`config.mk`:
```
export PLATFORM = sky130hd
export DESIGN_NAME = game_status_tracker
export DESIGN_NICKNAME = d
export VERILOG_FILES = /design/src/rtl/game_status_tracker.sv
export SDC_FILE = /design/constraint.sdc
export NUM_CORES = 1
export LEC_CHECK = 0
export BUFFER_PORTS_ARGS = -buffer_cell sky130_fd_sc_hd__buf_2
export CAP_MARGIN = 20
export CORE_MARGIN = 2
export CORE_UTILIZATION = 30
export CTS_BUF_LIST = sky130_fd_sc_hd__clkbuf_16
export CTS_CLUSTER_SIZE = 20
export DETAILED_ROUTE_END_ITERATION = 8
export PLACE_DENSITY = 0.46
export SETUP_SLACK_MARGIN = 0.5
export SKIP_CTS_REPAIR_TIMING = 1
export SYNTH_ARGS = -nofsm -noshare
export SYNTH_HDL_FRONTEND = slang
export SYNTH_SLANG_ARGS = --single-unit
export TNS_END_PERCENT = 50
```
`constraint.sdc`:
```
create_clock -name Clk -period 4.91 [get_ports Clk]
set_input_delay 0.7365 -clock Clk [delete_from_list [all_inputs] [get_ports Clk]]
set_output_delay 0.7365 -clock Clk [all_outputs]
set_load 0.05 [all_outputs]
```
`src/rtl/game_status_tracker.sv`:
```
// Round status for a side-scrolling game: player/enemy hit points, death flags and background scroll.
// Define HIT_INVULN_EN to build the post-hit INVULN state and its frame timer; otherwise invuln is tied low.
module game_status_tracker #(
  parameter int          CHAR_HP_INIT  = 3,
  parameter int          ENEMY_HP_INIT = 4,
  parameter int          INVULN_FRAMES = 60,
  parameter int          SCROLL_STEP   = 2,
  parameter logic [15:0] BG_MAX        = 16'd1600
) (
  input  logic        Clk,
  input  logic        reset,
  input  logic        game_start,
  input  logic        begin_sig,
  input  logic        frame_tick,
  input  logic        scroll_req,
  input  logic        char_hit,
  input  logic        p1_hit,
  input  logic        p2_hit,
  output logic        char_alive,
  output logic        p1_die,
  output logic        p2_die,
  output logic [15:0] bg_position,
  output logic [2:0]  char_hp,
  output logic        invuln,
  output logic [1:0]  state
);

  localparam logic [1:0] IDLE   = 2'd0;
  localparam logic [1:0] PLAY   = 2'd1;
  localparam logic [1:0] INVULN = 2'd2;
  localparam logic [1:0] DEAD   = 2'd3;

  localparam logic [2:0] HP_INIT    = 3'(CHAR_HP_INIT);
  localparam logic [2:0] ENEMY_INIT = 3'(ENEMY_HP_INIT);

  if (CHAR_HP_INIT < 1 || CHAR_HP_INIT > 7 || ENEMY_HP_INIT < 1 || ENEMY_HP_INIT > 7 ||
      INVULN_FRAMES < 1 || INVULN_FRAMES > 255) begin : g_bad_params
    $error("game_status_tracker: parameter out of range");
  end

  logic [1:0]  state_next;
  logic [2:0]  hp_next;
  logic [2:0]  p1_hp;
  logic [2:0]  p2_hp;
  logic        active;
  logic        hit_ok;
  logic [16:0] bg_sum;
  logic [15:0] bg_next;

  // Gameplay inputs only count while the controller says play and the round is live.
  assign active  = begin_sig && (state == PLAY || state == INVULN);
  assign hit_ok  = begin_sig && (state == PLAY) && char_hit;
  assign bg_sum  = {1'b0, bg_position} + 17'(SCROLL_STEP);
  assign bg_next = (bg_sum > {1'b0, BG_MAX}) ? BG_MAX : bg_sum[15:0];

`ifdef HIT_INVULN_EN
  logic [7:0] timer;
`endif

  always_comb begin
    state_next = state;
    hp_next    = char_hp;
    if (game_start) begin
      state_next = IDLE;
    end else begin
      case (state)
        IDLE: if (begin_sig) state_next = PLAY;
        PLAY: begin
          if (hit_ok) begin
            hp_next = char_hp - 3'd1;
            if (hp_next == 3'd0) state_next = DEAD;
`ifdef HIT_INVULN_EN
            else state_next = INVULN;
`endif
          end
        end
        INVULN: begin
`ifdef HIT_INVULN_EN
          if (frame_tick && timer <= 8'd1) state_next = PLAY;
`else
          state_next = PLAY;
`endif
        end
        default: state_next = state;
      endcase
    end
  end

  always_ff @(posedge Clk or posedge reset) begin
    if (reset) begin
      state       <= IDLE;
      char_hp     <= HP_INIT;
      char_alive  <= 1'b1;
      p1_die      <= 1'b0;
      p2_die      <= 1'b0;
      p1_hp       <= ENEMY_INIT;
      p2_hp       <= ENEMY_INIT;
      bg_position <= 16'd0;
    end else begin
      state      <= state_next;
      char_hp    <= game_start ? HP_INIT : hp_next;
      // Deliberately lags char_hp by one edge.
      char_alive <= (char_hp != 3'd0);
      if (game_start) begin
        p1_die      <= 1'b0;
        p2_die      <= 1'b0;
        p1_hp       <= ENEMY_INIT;
        p2_hp       <= ENEMY_INIT;
        bg_position <= 16'd0;
      end else if (active) begin
        if (p1_hit && p1_hp != 3'd0) begin
          p1_hp <= p1_hp - 3'd1;
          if (p1_hp == 3'd1) p1_die <= 1'b1;
        end
        if (p2_hit && p2_hp != 3'd0) begin
          p2_hp <= p2_hp - 3'd1;
          if (p2_hp == 3'd1) p2_die <= 1'b1;
        end
        if (frame_tick && scroll_req) bg_position <= bg_next;
      end
    end
  end

`ifdef HIT_INVULN_EN
  always_ff @(posedge Clk or posedge reset) begin
    if (reset) begin
      timer  <= 8'd0;
      invuln <= 1'b0;
    end else begin
      invuln <= (state_next == INVULN);
      if (game_start) begin
        timer <= 8'd0;
      end else if (state == PLAY && state_next == INVULN) begin
        timer <= 8'(INVULN_FRAMES);
      end else if (state == INVULN && frame_tick && timer != 8'd0) begin
        timer <= timer - 8'd1;
      end
    end
  end
`else
  assign invuln = 1'b0;
`endif

endmodule

```
# ---- Word level (Yosys, flattened, before mapping)
# Index checks and enable logic that the tools add are counted.
dict set report totals {
  ff_bits 30
}
dict set report classes {
  mux 26
  eq_ne 7
  reduce_logical 28
  add_sub_neg 4
  magnitude_cmp 1
}
# cell count
set ops {}
lappend ops {{two-way mux 16 bit} 4}
lappend ops {{two-way mux 3 bit} 9}
lappend ops {{adder 16 x 2 -> 17 bit, second input constant} 1}
lappend ops {{greater-than comparator 17 x 11 -> 1 bit, second input constant} 1}
lappend ops {{nonzero test 2 bit} 8}
lappend ops {{nonzero test 3 bit} 3}
lappend ops {{subtractor 3 x 1 -> 3 bit, second input constant} 3}
lappend ops {{two-way mux 1 bit} 8}
lappend ops {{two-way mux 2 bit} 4}
lappend ops {{AND reduction 2 bit} 4}
lappend ops {{== test 3 x 1 -> 1 bit, second input constant} 2}
lappend ops {{logical AND 1 bit} 6}
lappend ops {{!= test 3 bit, second input constant} 2}
lappend ops {{case mux 2 bit (3 select lines)} 1}
lappend ops {{AND reduction 3 bit} 2}
lappend ops {{AND reduction 4 bit} 1}
lappend ops {{nonzero test 4 bit} 1}
lappend ops {{logical NOT 3 bit} 1}
lappend ops {{!= test 3 x 2 -> 1 bit, second input constant} 1}
lappend ops {{== test 2 x 1 -> 1 bit, second input constant} 1}
lappend ops {{== test 2 bit, second input constant} 1}
lappend ops {{logical NOT 2 bit} 1}
lappend ops {{logical OR 1 bit} 1}

# ---- Longest topological paths before layout
dict set report logic_depth {
  word_depth 6
  ltp_mapped 9
  mapped_depth_nobuf 8
}

# ---- Least setup slack after synthesis
# Ideal clock, no wire load.
dict set report synth_timing {
  kind {flip-flop to flip-flop}
  startpoint {register bg_position[1]}
  endpoint {register bg_position[4]}
  setup_time_ns 0.082
  arrival_ns 2.492
  path_stages_with_launch 10
  setup_slack_ns 2.336
  path_cell_list {dfrtp_1 -> ha_1 -> nand3_2 -> nor2_2 -> nor2_1 -> o211a_1 -> o32ai_2 -> buf_6 -> nand4_1 -> a31oi_1}
}
dict set report synth_between {
  elab_chain_cells 6
}
# element line_no
set synth_lines {}
lappend synth_lines {{start, declared} 22} ;# output logic [15:0] bg_position,
lappend synth_lines {{start signal, assigned} 119} ;# if (frame_tick && scroll_req) bg_position <= bg_next;
lappend synth_lines {{adder 16 x 2 -> 17 bit (*)} 53} ;# assign bg_sum = {1'b0, bg_position} + 17'(SCROLL_STEP);
lappend synth_lines {{greater-than comparator 17 x 11 -> 1 bit} 54} ;# assign bg_next = (bg_sum > {1'b0, BG_MAX}) ? BG_MAX : bg_sum[15:0];
lappend synth_lines {{two-way mux 16 bit (*)} 54}
lappend synth_lines {{two-way mux 16 bit (*)} 119}
lappend synth_lines {{two-way mux 16 bit (*)} 110} ;# end else if (active) begin
lappend synth_lines {{two-way mux 16 bit (*)} 104} ;# if (game_start) begin
# Mark *: on every way between the ends. The rest lies on a longest branch, timed or not. The select of a mux whose other input is x is not followed.
# A chain may end at the register's enable or synchronous reset.

# ---- Worst setup path in the final report
dict set report layout_timing {
  startpoint {register bg_position[1]}
  endpoint {register bg_position[6]}
}
# The elaborated chain is that of the path after synthesis.

==> flow_summary.ini <==
[status]
status = completed

[floorplan]
initial_core_util_pct = 30.9
die_h_um = 82.1
coreArea_mm2 = 0.00592
row_count = 28
die_x_um = 82.1
io_pins = 34
die_area_mm2 = 0.00674

[clocking]
root_buffer = clkbuf_16
clkLatencyLatePin_ns = 0.27
cts_buffer_depth = 2
path_clk_slew_ns = 0.05
numCtsBuffers = 5
clock-sinks = 29
cts_tree = done
htreeDepth = 2

[job]
maxCapViolCount = 0

[logic_synthesis]
synthArstFlopShare_pct = 100
synthFlopType = dfrtp_1
yosysTopAreaCell = dfrtp_1
ys_seq_elements = 29
synth_edf_count = 0
synthTopCellsByArea = dfrtp_1 (33%), ha_1 (8.9%), dfstp_2 (7.2%)
yosysMostFrequentCell = dfrtp_1
synth_seq_area_share_pct = 40.0
syn_avg_cell_area_um2 = 8.92
synth_area_mm2 = 0.00183
synth_top_area_share_pct = 32.8
synth_cell_type_count = 42
synth_common_cells = dfrtp_1 (24), nand2_1 (17), nor2_1 (16), ha_1 (13), inv_1 (13)
yosys_warnings = 0
synth_cells = 205

[global_routing]
met2_usage_pct = 21.2
use_met3_pct = 3.63
grt_pass1_wl_um = 7070
grt-busiest-layer = met2
antenna_found_initial = 0
grt_max_degree = 30
overflow = 0
grt_pass1_vias = 1426
use_met1_pct = 19.1
globalRouteTotalUtil_pct = 14.0

[drt]
drc_errors = 0
drtPass1Iterations = 4
wirelength_um = 4170
drt_iter0_drc = 106
vias = 1541
wire_per_inst_um = 13.4
vias_per_cell = 4.97
antenna_left = 0

[critical_path]
critPathCaptureType = register
reg2reg_from = bg_position[1]
critical_path_class = register to register
start_kind = register
crit_chain = ha_1 -> nand3_2 -> nor2_2 -> nor2_1 -> o211a_1 -> o32ai_2 -> a41oi_1 -> o21a_1
cp.arrival_ns = 2.99
crit_fanout = 14
cpLargestDelayFamily = compound AO/OA/AOI/OAI gates
ff2ff_setup_slack_ns = 2.09
required_ns = 5.07
worst_path_max_delay_cell = o32ai_2
worstReg2RegEnd = bg_position[6]
worst_path_largest_cell_delay_ns = 0.79
crit_buf_inv = 0
r2r.worst_path.cells = 8

[power]
power_uw = 795
power.leakage_uw = 0.000993
power_density_mw_per_mm2 = 366
peakVddDrop_uv = 153

[worst_hold_path]
whs_path_depth = 2
holdCritStartpoint = p2_die
hold_path_end = p2_die
hp-class = register to register

[sta]
fmax_mhz = 354
maxSlewViolCount = 0
finalCritPeriodShare_pct = 57.5
setup_violations = 0
period_minus_slack_ns = 2.82
relSlewSlack_pct = 40.4
skew_ns = 0.00365
rsz0062_at_grt = false
hold_violations = 0
worstMarginPinSlew_ns = 0.895
setup_tns_ns = 0

[place]
hpwlAfterDp_um = 2890
io_buffers = 31
gp_congestion = 0.772

[cells_and_area]
nNetsFinal = 256
diodes = 0
syn2layout_area_growth_pct = 18.8
fin_util_pct = 36.7
drive_above_1_share_pct = 22.1
[worst max-delay path by stage]
stage	startpoint	to	cells after the start
2_1_floorplan	bg_position[1]	bg_position[4]	9
3_3_place_gp	bg_position[1]	bg_position[6]	7
3_5_place_dp	bg_position[1]	bg_position[6]	8
4_1_cts	bg_position[1]	bg_position[6]	8
5_1_grt	bg_position[1]	bg_position[6]	8
6_report	bg_position[1]	bg_position[6]	8
[cell usage in the layout, fill, tap and decap left out, types with 6 or more instances in the layout]
master and instances:
a31oi_1 10, nand3_1 8, buf_2 31, dfrtp_1 24, inv_1 13, nor3_1 10
xnor2_1 6, ha_1 13, nand2_1 17, a21oi_1 11, nand4_1 6, nor2_1 16
[kinds of logic after synthesis]
logic type               share of synthesized area, %
AND/OR/NAND/NOR                                  25.4
XOR/XNOR                                         3.83
buffers and inverters                            5.88
adder cells (fa/ha/maj)                          8.89
other                                           0.205
flip-flops                                       40.0
AO/OA/AOI/OAI                                    14.6
multiplexers                                     1.09
[power breakdown]
part | internal [µW] | switching [µW] | total (µW) | leakage (µW)
clock | 185 | 107 | 293 | 0.0000712
sequential | 268 | 23.2 | 291 | 0.000384
combinational | 69.1 | 142 | 211 | 0.000538
[stage by stage]
stage	hold WS, ns	setup slack (ns)	cells	instance area [µm²]
final	0.492	2.09	310	2170
after global routing	0.544	1.75	310	2170
after CTS	0.505	2.12	310	2170
after detailed placement	0.486	2.12	302	2030
after global placement	0.479	2.20	302	2030
after floorplan	0.530	2.34	206	1830
[flip-flops by register name, summed over array words and instances (netlist names)]
name / count
p1_hp: 3
char_alive: 1
bg_position: 15
p2_die: 1
p2_hp: 3
char_hp: 3
state: 2
p1_die: 1
[cell type report]
type | instances | area (µm²)
fill | 623 | 3750
multi-input combinational | 153 | 993
sequential | 29 | 732
timing repair buffer | 32 | 163
clock buffer | 5 | 125
tap | 75 | 93.8
inverter | 13 | 48.8
clock inverter | 3 | 17.5
[tightest hold or removal path: cells and delay by family (launching register included)]
family	cells	cell delay, ns
DFF	1	0.34
and+or+nand+nor	1	0.07
AOI/OAI and AO/OA	1	0.04
[routing by layer]
metal / vias up / share of wire [%]
met4: 0 / 1.6
met1: 725 / 49
met2: 33 / 46
met3: 5 / 3.9
met5: - / 0
li1: 778 / -
No activity file was read; power rests on OpenSTA's default activity.
